<file path="src/rtl/lsu_mc_if.sv">
`default_nettype none
// ============================================================================
// Module   : lsu_mc_if
// Purpose  : Memory-side ready/valid bus of the multi-cycle load/store unit.
// Revision : 1.0 - initial release
// ============================================================================
interface lsu_mc_if #(
   parameter int XLEN   = 32,
   parameter int ADDR_W = 32
);
   logic                mem_valid;
   logic                mem_ready;
   logic                mem_rw;
   logic [ADDR_W-1:0]   mem_addr;
   logic [XLEN-1:0]     mem_wdata;
   logic [XLEN/8-1:0]   mem_wstrb;
   logic                mem_rvalid;
   logic [XLEN-1:0]     mem_rdata;

   modport master (
      output mem_valid, mem_rw, mem_addr, mem_wdata, mem_wstrb,
      input  mem_ready, mem_rvalid, mem_rdata
   );

   modport slave (
      input  mem_valid, mem_rw, mem_addr, mem_wdata, mem_wstrb,
      output mem_ready, mem_rvalid, mem_rdata
   );
endinterface
`default_nettype wire

</file>
<file path="src/rtl/lsu_mc.sv">
`default_nettype none
// ============================================================================
// Module   : lsu_mc
// Purpose  : Multi-cycle load/store unit: address generation, legality
//            checks, byte-lane steering, load extension and bus timeout.
// Revision : 1.0 - initial release
// ============================================================================
module lsu_mc #(
   parameter int XLEN    = 32,
   parameter int ADDR_W  = 32,
   parameter int TIMEOUT = 16
) (
   input  wire logic              clk,
   input  wire logic              nreset,
   input  wire logic              req_valid,
   output logic                   req_ready,
   input  wire logic              req_store,
   input  wire logic [2:0]        req_funct3,
   input  wire logic [XLEN-1:0]   req_base,
   input  wire logic [11:0]       req_imm,
   input  wire logic [XLEN-1:0]   req_wdata,
   input  wire logic [4:0]        req_rd,
   output logic                   rsp_valid,
   input  wire logic              rsp_ready,
   output logic [XLEN-1:0]        rsp_data,
   output logic [4:0]             rsp_rd,
   output logic                   rsp_store,
   output logic [1:0]             rsp_err,
   lsu_mc_if.master               bus
);
   localparam int c_NB    = XLEN / 8;
   localparam int c_OFF_W = $clog2(c_NB);
   localparam int c_CNT_W = $clog2(TIMEOUT);
   localparam logic [c_CNT_W-1:0] c_TMAX = c_CNT_W'(TIMEOUT - 1);
   localparam logic [1:0] c_ERR_OK  = 2'b00;
   localparam logic [1:0] c_ERR_MIS = 2'b01;
   localparam logic [1:0] c_ERR_TO  = 2'b10;
   localparam logic [1:0] c_ERR_ILL = 2'b11;

   typedef enum logic [1:0] {
      S_IDLE = 2'd0,
      S_ADDR = 2'd1,
      S_WAIT = 2'd2,
      S_RESP = 2'd3
   } state_t;

   state_t               r_state;
   logic [c_OFF_W-1:0]   r_off;
   logic [2:0]           r_funct3;
   logic [c_CNT_W-1:0]   r_cnt;

   logic [ADDR_W-1:0]    w_ea;
   logic [c_OFF_W-1:0]   w_off;
   logic                 w_illegal;
   logic                 w_misal;
   logic [c_NB-1:0]      w_wstrb;
   logic [XLEN-1:0]      w_wdata;
   logic [XLEN-1:0]      w_shift;
   logic [XLEN-1:0]      w_load;

   assign w_ea  = req_base[ADDR_W-1:0] + ADDR_W'(signed'(req_imm));
   assign w_off = w_ea[c_OFF_W-1:0];

   // Unsigned variants are loads only; RV32 has neither D nor WU.
   assign w_illegal = (req_funct3 == 3'b111)
                   || ((XLEN == 32) && (req_funct3 == 3'b110 || req_funct3 == 3'b011))
                   || (req_store && req_funct3[2]);

   always_comb begin
      w_misal = 1'b0;
      w_wstrb = '1;
      w_wdata = req_wdata;
      case (req_funct3[1:0])
         2'b00: begin
            w_wstrb = c_NB'(1) << w_off;
            w_wdata = {c_NB{req_wdata[7:0]}};
         end
         2'b01: begin
            w_misal = w_ea[0];
            w_wstrb = c_NB'(3) << w_off;
            w_wdata = {(c_NB/2){req_wdata[15:0]}};
         end
         2'b10: begin
            w_misal = |w_ea[1:0];
            w_wstrb = c_NB'(15) << w_off;
            w_wdata = {(c_NB/4){req_wdata[31:0]}};
         end
         default: begin
            w_misal = |w_ea[2:0];
         end
      endcase
   end

   always_comb begin
      w_shift = bus.mem_rdata >> {r_off, 3'b000};
      case (r_funct3)
         3'b000:  w_load = XLEN'(signed'(w_shift[7:0]));
         3'b001:  w_load = XLEN'(signed'(w_shift[15:0]));
         3'b010:  w_load = XLEN'(signed'(w_shift[31:0]));
         3'b100:  w_load = XLEN'(w_shift[7:0]);
         3'b101:  w_load = XLEN'(w_shift[15:0]);
         3'b110:  w_load = XLEN'(w_shift[31:0]);
         default: w_load = w_shift;
      endcase
   end

   always_ff @(posedge clk or negedge nreset) begin
      if (!nreset) begin
         r_state       <= S_IDLE;
         r_off         <= '0;
         r_funct3      <= '0;
         r_cnt         <= '0;
         req_ready     <= 1'b0;
         rsp_valid     <= 1'b0;
         rsp_data      <= '0;
         rsp_rd        <= '0;
         rsp_store     <= 1'b0;
         rsp_err       <= '0;
         bus.mem_valid <= 1'b0;
         bus.mem_rw    <= 1'b0;
         bus.mem_addr  <= '0;
         bus.mem_wdata <= '0;
         bus.mem_wstrb <= '0;
      end else begin
         case (r_state)
            S_IDLE: begin
               req_ready <= 1'b1;
               if (req_valid && req_ready) begin
                  req_ready <= 1'b0;
                  r_off     <= w_off;
                  r_funct3  <= req_funct3;
                  rsp_rd    <= req_rd;
                  rsp_store <= req_store;
                  rsp_data  <= '0;
                  if (w_illegal || w_misal) begin
                     rsp_err   <= w_illegal ? c_ERR_ILL : c_ERR_MIS;
                     rsp_valid <= 1'b1;
                     r_state   <= S_RESP;
                  end else begin
                     rsp_err       <= c_ERR_OK;
                     bus.mem_valid <= 1'b1;
                     bus.mem_rw    <= req_store;
                     bus.mem_addr  <= {w_ea[ADDR_W-1:c_OFF_W], c_OFF_W'(0)};
                     bus.mem_wdata <= req_store ? w_wdata : '0;
                     bus.mem_wstrb <= req_store ? w_wstrb : '0;
                     r_cnt         <= '0;
                     r_state       <= S_ADDR;
                  end
               end
            end
            S_ADDR: begin
               if (bus.mem_ready) begin
                  bus.mem_valid <= 1'b0;
                  r_cnt         <= '0;
                  if (rsp_store) begin
                     rsp_valid <= 1'b1;
                     r_state   <= S_RESP;
                  end else begin
                     r_state   <= S_WAIT;
                  end
               end else if (r_cnt == c_TMAX) begin
                  bus.mem_valid <= 1'b0;
                  rsp_err       <= c_ERR_TO;
                  rsp_valid     <= 1'b1;
                  r_state       <= S_RESP;
               end else begin
                  r_cnt <= r_cnt + c_CNT_W'(1);
               end
            end
            S_WAIT: begin
               if (bus.mem_rvalid) begin
                  rsp_data  <= w_load;
                  rsp_valid <= 1'b1;
                  r_state   <= S_RESP;
               end else if (r_cnt == c_TMAX) begin
                  rsp_err   <= c_ERR_TO;
                  rsp_valid <= 1'b1;
                  r_state   <= S_RESP;
               end else begin
                  r_cnt <= r_cnt + c_CNT_W'(1);
               end
            end
            default: begin
               if (rsp_ready) begin
                  rsp_valid <= 1'b0;
                  r_state   <= S_IDLE;
               end
            end
         endcase
      end
   end
endmodule
`default_nettype wire

</file>
<file path="src/flat_wrapper.sv">
// flat-port wrapper written by rule: the top's interface ports become plain ports
module lsu_mc_flat 
#(
   parameter int XLEN    = 32,
   parameter int ADDR_W  = 32,
   parameter int TIMEOUT = 16
)
  (clk, nreset, req_valid, req_ready, req_store, req_funct3, req_base, req_imm, req_wdata, req_rd, rsp_valid, rsp_ready, rsp_data, rsp_rd, rsp_store, rsp_err, bus_mem_valid, bus_mem_rw, bus_mem_addr, bus_mem_wdata, bus_mem_wstrb, bus_mem_ready, bus_mem_rvalid, bus_mem_rdata);
  lsu_mc_if #(.XLEN(XLEN), .ADDR_W(ADDR_W)) bus_i ();
  input  wire logic clk;
  input  wire logic nreset;
  input  wire logic req_valid;
  output logic req_ready;
  input  wire logic req_store;
  input  wire logic [2:0] req_funct3;
  input  wire logic [XLEN-1:0] req_base;
  input  wire logic [11:0] req_imm;
  input  wire logic [XLEN-1:0] req_wdata;
  input  wire logic [4:0] req_rd;
  output logic rsp_valid;
  input  wire logic rsp_ready;
  output logic [XLEN-1:0] rsp_data;
  output logic [4:0] rsp_rd;
  output logic rsp_store;
  output logic [1:0] rsp_err;
  output wire logic [$bits(bus_i.mem_valid)-1:0] bus_mem_valid;
  output wire logic [$bits(bus_i.mem_rw)-1:0] bus_mem_rw;
  output wire logic [$bits(bus_i.mem_addr)-1:0] bus_mem_addr;
  output wire logic [$bits(bus_i.mem_wdata)-1:0] bus_mem_wdata;
  output wire logic [$bits(bus_i.mem_wstrb)-1:0] bus_mem_wstrb;
  input wire logic [$bits(bus_i.mem_ready)-1:0] bus_mem_ready;
  input wire logic [$bits(bus_i.mem_rvalid)-1:0] bus_mem_rvalid;
  input wire logic [$bits(bus_i.mem_rdata)-1:0] bus_mem_rdata;
  assign bus_mem_valid = bus_i.mem_valid;
  assign bus_mem_rw = bus_i.mem_rw;
  assign bus_mem_addr = bus_i.mem_addr;
  assign bus_mem_wdata = bus_i.mem_wdata;
  assign bus_mem_wstrb = bus_i.mem_wstrb;
  assign bus_i.mem_ready = bus_mem_ready;
  assign bus_i.mem_rvalid = bus_mem_rvalid;
  assign bus_i.mem_rdata = bus_mem_rdata;
  lsu_mc #(.XLEN(XLEN), .ADDR_W(ADDR_W), .TIMEOUT(TIMEOUT)) u_core (.clk(clk), .nreset(nreset), .req_valid(req_valid), .req_ready(req_ready), .req_store(req_store), .req_funct3(req_funct3), .req_base(req_base), .req_imm(req_imm), .req_wdata(req_wdata), .req_rd(req_rd), .rsp_valid(rsp_valid), .rsp_ready(rsp_ready), .rsp_data(rsp_data), .rsp_rd(rsp_rd), .rsp_store(rsp_store), .rsp_err(rsp_err), .bus(bus_i));
endmodule
</file>
<file path="config.mk">
export PLATFORM = sky130hd
export DESIGN_NAME = lsu_mc_flat
export DESIGN_NICKNAME = d
export VERILOG_FILES = /design/src/rtl/lsu_mc_if.sv /design/src/rtl/lsu_mc.sv /design/src/flat_wrapper.sv
export SDC_FILE = /design/constraint.sdc
export NUM_CORES = 1
export LEC_CHECK = 0
export ABC_CLOCK_PERIOD_IN_PS = 4500
export BUFFER_PORTS_ARGS = -buffer_cell sky130_fd_sc_hd__buf_2
export CAP_MARGIN = 20
export CORE_MARGIN = 2
export CORE_UTILIZATION = 44
export CTS_CLUSTER_DIAMETER = 150
export DETAILED_ROUTE_END_ITERATION = 8
export GPL_ROUTABILITY_DRIVEN = 0
export PLACE_DENSITY = 0.71
export RECOVER_POWER = 50
export SLEW_MARGIN = 20
export SYNTH_ARGS = -nofsm -noshare
export SYNTH_HDL_FRONTEND = slang
export SYNTH_SLANG_ARGS = --single-unit
</file>
<file path="constraint.sdc">
create_clock -name clk -period 4.5 [get_ports clk]
set_input_delay 0.225 -clock clk [delete_from_list [all_inputs] [get_ports clk]]
set_output_delay 0.225 -clock clk [all_outputs]
set_load 0.03 [all_outputs]
</file>
Word level (Yosys, flattened, before mapping)
Index checks and enable logic that the tools add are counted.

word-level totals
  register bits = 121
  logic and storage cells = 108
  bits of input ports = 123

cells by class
  eq/ne operators = 19
  multiplexer cells = 44
  add/subtract/negate cells = 2
  shift operators = 4
  bitwise logic cells = 1
  reductions and logical operators = 23

operator list
  operator               count
  $pmux W32 S2           2
  $pmux W32 S4           1
  $mux W32               3
  $add A32 B32 Y32       1
  $shr A32 B5 Y32        1
  $mux W2                12
  $mux W4                6
  $pmux W4 S3            2
  $reduce_and A4 Y1      4
  $mux W1                13
  $eq A3 B3 Y1 const B   4
  $pmux W2 S3            2
  $ne A2 B2 Y1 const B   4
  $ne A3 B2 Y1 const B   2
  $pmux W1 S3            2
  $reduce_and A3 Y1      2
  $add A4 B1 Y4 const B  1
  $eq A2 B1 Y1 const B   2
  $eq A2 B2 Y1 const B   2
  $eq A4 B4 Y1 const B   1
  $logic_not A2 Y1       2
  $logic_or A1 B1 Y1     4
  $ne A2 B1 Y1 const B   2
  $reduce_and A2 Y1      2
  other kinds (14)       16

Logic depth before layout (Yosys ltp)
  depth after elaboration = 8
  mapped depth = 11
  mapped depth without buffers = 9

Least setup slack after synthesis
Ideal clock, no wire load.

  path type = input-to-reg
  start point = input req_base[0]
  end point = register u_core.bus.mem_addr[30]
  buffers on the path = 0
  stages on the path = 9
  slack = 2103 ps
  required time = 4408 ps
  data arrival time = 2305 ps
  cells stage by stage = ha_1 -> fa_1 -> a211oi_1 -> o21a_1 -> nor3_2 -> a211o_2 -> o2111a_1 -> o21a_1 -> o31ai_2

on the way
  word-level cells in the longest chain between the ends = 6
  elaborated cells on any way between the ends = 7
  those cells by class = add/sub (1); mux (1); bitwise (1); reduce/logical (4)

ends and longest elaborated chain
  what                                                         RTL line                    text
  start, declared                                              flat_wrapper.sv:16          input wire logic [XLEN-1:0] req_base;
  $add A32 B32 Y32 (*)                                         lsu_mc.sv:61                assign w_ea = req_base[ADDR_W-1:0] + ADDR_W'(signed'(req_imm));
  $reduce_or A3 Y1 / $reduce_or A2 Y1 (equally long branches)  lsu_mc.sv:89, lsu_mc.sv:84
  $pmux W1 S3                                                  lsu_mc.sv:73                case (req_funct3[1:0])
  $logic_or A1 B1 Y1                                           lsu_mc.sv:135               if (w_illegal || w_misal) begin
  $not A1 Y1 (no line)                                         --
  $reduce_and A3 Y1 (no line)                                  --
  end signal, assigned                                         lsu_mc.sv:143               bus.mem_addr <= {w_ea[ADDR_W-1:c_OFF_W], c_OFF_W'(0)};
  end, declared                                                lsu_mc_if.sv:21             output mem_valid, mem_rw, mem_addr, mem_wdata, mem_wstrb,

Mark *: on every way between the ends. The rest lies on a longest branch, timed or not.
A chain may end at the register's enable or synchronous reset.

Worst setup path after layout
  start point = register u_core.r_state[1]
  end point = register u_core.bus.mem_addr[31]

on the way
  word-level cells in the longest chain between the ends = 2

ends and longest elaborated chain
  what                         RTL line       text
  start, declared              lsu_mc.sv:47   state_t r_state;
  start signal, assigned       lsu_mc.sv:109  r_state <= S_IDLE;
  start signal, assigned       lsu_mc.sv:138  r_state <= S_RESP;
  start signal, assigned       lsu_mc.sv:147  r_state <= S_ADDR;
  $logic_not A2 Y1             lsu_mc.sv:125  case (r_state)
  $reduce_and A3 Y1 (no line)  --

Every way passes these cells.

==> run_results.csv <==
group,metric,value,unit
run_status,status,"finished with violations",
run_status,violations,"capacitance limit, slew limit",
floorplanning,die_area,17800,µm²
detailed_routing,drt_iter0_drc,344,
yosys,synthAdderAreaFrac,7.402,%
floorplanning,initial_core_util,44.76,%
floorplanning,die_w,133.4,µm
yosys,synthSimpleGateAreaFrac,15.06,%
detailed_routing,via_count,6984,
sta,max_freq,359.3,MHz
cells_and_area,final_cell_mix,"nand2_1, buf_2, dfrtp_1, clkbuf_1, o21ai_0",
clock_tree,postCtsSetupRepairBufs,0,
clock_tree,cts_root_buf,"clkbuf_16",
floorplanning,pin_count,235,
run,maxCapViolations,1,
setup_path,crit_fanout,65,
yosys,synth_flop_cell,"dfrtp_1",
setup_path,arrival,3.08,ns
clock_tree,clk_latency,0.42,ns
power_and_ir_drop,p_per_area,676.3,nW/µm²
yosys,yosys-top-cells-area,"dfrtp_1, nand2_1, ha_1",
setup_path,path_class,"reg2reg",
setup_path,r2r-start,"u_core.r_state[1]",
cells_and_area,syn_to_final_growth,24.28,%
yosys,ys_types,71,
placement,dp_hpwl,16.13,mm
global_route,grt-ovfl-total,0,
sta,rsz0062_at_grt,"false",
yosys,netlist_area,7370,µm²
yosys,async_flop_share,100.0,%
power_and_ir_drop,p_leak,4.280,nW
detailed_routing,routed_wl,21.25,mm
setup_path,reg2reg_depth,8,
global_route,grt_use_total,23.69,%
global_route,antenna_found_initial,2,
sta,hold_violations,0,
yosys,synthCells,821,
sta,setup_violations,0,
sta,fin_tns_setup,0,ns
yosys,yosysWarningCount,0,
yosys,yosysTopAreaCell,"dfrtp_1",
setup_path,crit_required,4.80,ns
cells_and_area,nets,1201,
clock_tree,cts_tree,"yes",
placement,port_buffers,232,
cells_and_area,final_common_cell,"nand2_1",
global_route,grt_pass1_vias,6519,
floorplanning,core,16470,µm²
setup_path,worstSetupPathDepth,8,
setup_path,critPathTopFamily,"simple AND/OR/NAND/NOR gates",
power_and_ir_drop,report.power.total,6.194,mW
yosys,yosys.area.top_type_share,41.09,%
power_and_ir_drop,vdd_drop_max,284.3,µV
clock_tree,cts.sinks,121,
yosys,synth-seq-cells,121,
global_route,grt_max_degree,72,
yosys,synth-edff-count,0,
cells_and_area,num_antenna_cells,0,
yosys,synth_xor_area_share,2.733,%
setup_path,crit_chain,"inv_1 -> ha_1 -> nand3_1 -> or2_2 -> buf_4 -> a21oi_1 -> a21oi_1 -> nand3_1",
clock_tree,clk_pin_slew_worst_paths,0.06,ns
sta,worst_slew_pin_slew,1.794,ns
detailed_routing,drt.antenna.violating_nets,0,
yosys,synth_top_family_by_area,"compound AO/OA/AOI/OAI gates",
setup_path,critPathCapture,"u_core.bus.mem_addr[31]",
clock_tree,cts_buffers,17,
detailed_routing,drtPass1Iterations,6,
yosys,seq_area_frac_synth,41.09,%
cells_and_area,layout-drive-gt1-share,17.94,%
setup_path,r2r_setup_slack,1.72,ns
detailed_routing,drc,0,
setup_path,crit_start,"u_core.r_state[1]",
setup_path,cp.buffers_inverters,2,
floorplanning,rows,47,
sta,slew_headroom,-19.61,%
setup_path,end_kind,"flop",
sta,finalCriticalPeriod,2.783,ns
floorplanning,die_h,133.4,µm
detailed_routing,avgRoutedWirePerCell,16.76,µm
clock_tree,h-tree-depth,4,
yosys,synth.avg_cell_area,8.976,µm²
setup_path,slowest_stage,"or2_2",
sta,fin_skew,0.009202,ns
setup_path,r2r_end,"u_core.bus.mem_addr[31]",
clock_tree,cts_buffer_depth,2,
detailed_routing,via_per_inst,5.508,
sta,finalCritPeriodShare,61.85,%
yosys,synth_compound_area_share,25.33,%
sta,final_max_slew_viol_count,72,
min_path,hold_path_class,"in2reg",
setup_path,crit_path_max_incr_delay,0.79,ns
setup_path,start_kind,"flop",
yosys,synth.area.mux_share,4.618,%
global_route,grt_first_pass_wirelength,33.26,mm
-- per-stage QoR --
stage               instance area (µm²)  worst slack, ns  util, %  hold slack [ns]  std cells
floorplan                          7373            2.103        -         -0.07059        822
global placement                   8638            1.378    52.46           0.4176       1235
detailed placement                 8638            1.289    52.46           0.4193       1235
CTS                                9294            1.724    56.44          0.01747       1268
global route                       9159            1.458    55.62          0.03381       1268
finish                             9159            1.717    55.62          0.03768       1268
-- per-layer routing --
| layer | vias to the layer above | track usage (%) | routed length [µm] |
|---|---|---|---|
| met4 | 4 | 10.22 | 687 |
| met5 | - | 0 | 22 |
| met3 | 50 | 6.469 | 1620 |
| met2 | 234 | 38.46 | 9983 |
| li1 | 3424 | - | - |
| met1 | 3272 | 29.80 | 8933 |
-- worst reg2reg max path, stage by stage (launching register included) --
cell,delay [ns]
dfrtp_1,0.44
inv_1,0.09
ha_1,0.34
nand3_1,0.18
or2_2,0.79
buf_4,0.53
a21oi_1,0.08
a21oi_1,0.13
nand3_1,0.08
-- sequential cells by signal (all words and copies together) (netlist names) --
name                  count
u_core.bus.mem_addr      30
u_core.bus.mem_rw         1
u_core.bus.mem_valid      1
u_core.bus.mem_wdata     32
u_core.bus.mem_wstrb      4
u_core.r_cnt              4
u_core.r_funct3           3
u_core.r_off              2
u_core.r_state            2
u_core.req_ready          1
u_core.rsp_data          32
u_core.rsp_err            2
u_core.rsp_rd             5
u_core.rsp_store          1
u_core.rsp_valid          1
-- area by class of cell --
type                       count  area (µm²)
clock buffer                  19       452.9
inverter                      14       52.55
sequential                   121        3028
timing repair buffer         239        1084
tap                          220       275.3
clock inverter                13       192.7
fill                        1575        7307
multi-input combinational    642        4074
-- how the worst min path moves through the flow --
| stage | startpoint | end | slack, ns | cells after the start |
|---|---|---|---|---|
| after floorplan | nreset | u_core.bus.mem_addr[10] | -0.07 | 0 |
| after global placement | nreset | u_core.rsp_data[20] | 0.42 | 1 |
| after detailed placement | nreset | u_core.rsp_data[16] | 0.42 | 1 |
| after CTS | req_rd[0] | u_core.rsp_rd[0] | 0.02 | 2 |
| after global routing | req_rd[0] | u_core.rsp_rd[0] | 0.03 | 2 |
| final | req_rd[0] | u_core.rsp_rd[0] | 0.04 | 2 |
-- Yosys cell counts, types with 5 or more instances --
cell type / n
xnor2_1: 9
a22oi_1: 10
nand4_1: 9
dfrtp_1: 121
nor2b_1: 15
xor2_1: 14
inv_1: 14
mux2_2: 8
nor2_1: 36
mux2i_1: 25
o21ai_0: 104
nand2_1: 143
a21oi_1: 71
ha_1: 42
nand3_1: 14
a22o_1: 33
clkbuf_1: 26
a211o_1: 7
a32o_1: 7
buf_1: 5
buf_2: 7
nor3_1: 9
o21a_1: 6
a21o_1: 8
-- cells by family (layout without fill, tap and decap cells) --
| kind of cell | Yosys count | in the layout |
|---|---|---|
| AOI/OAI and AO/OA | 292 | 292 |
| and+or+nand+nor | 249 | 249 |
| DFF | 121 | 121 |
| buffers and inverters | 59 | 285 |
| adders and majority gates | 43 | 43 |
| muxes | 33 | 33 |
| xor gates and xnor gates | 23 | 23 |
| other | 1 | 2 |
-- report_power, final --
| group | leakage [nW] | internal, mW | switching (mW) |
|---|---|---|---|
| Sequential | 1.55 | 1.54 | 0.327 |
| Combinational | 2.41 | 0.865 | 1.98 |
| Clock | 0.315 | 0.962 | 0.512 |
| Total | 4.28 | 3.37 | 2.82 |
-- repair_timing --
action | 4_1_cts | 5_1_grt
endpoints found under the hold margin | 70 | 0
hold buffers | 1 | 0
setup endpoints to repair | 0 | 0
gates resized for setup | 0 | 0
Power figures use the tool's default switching activity.
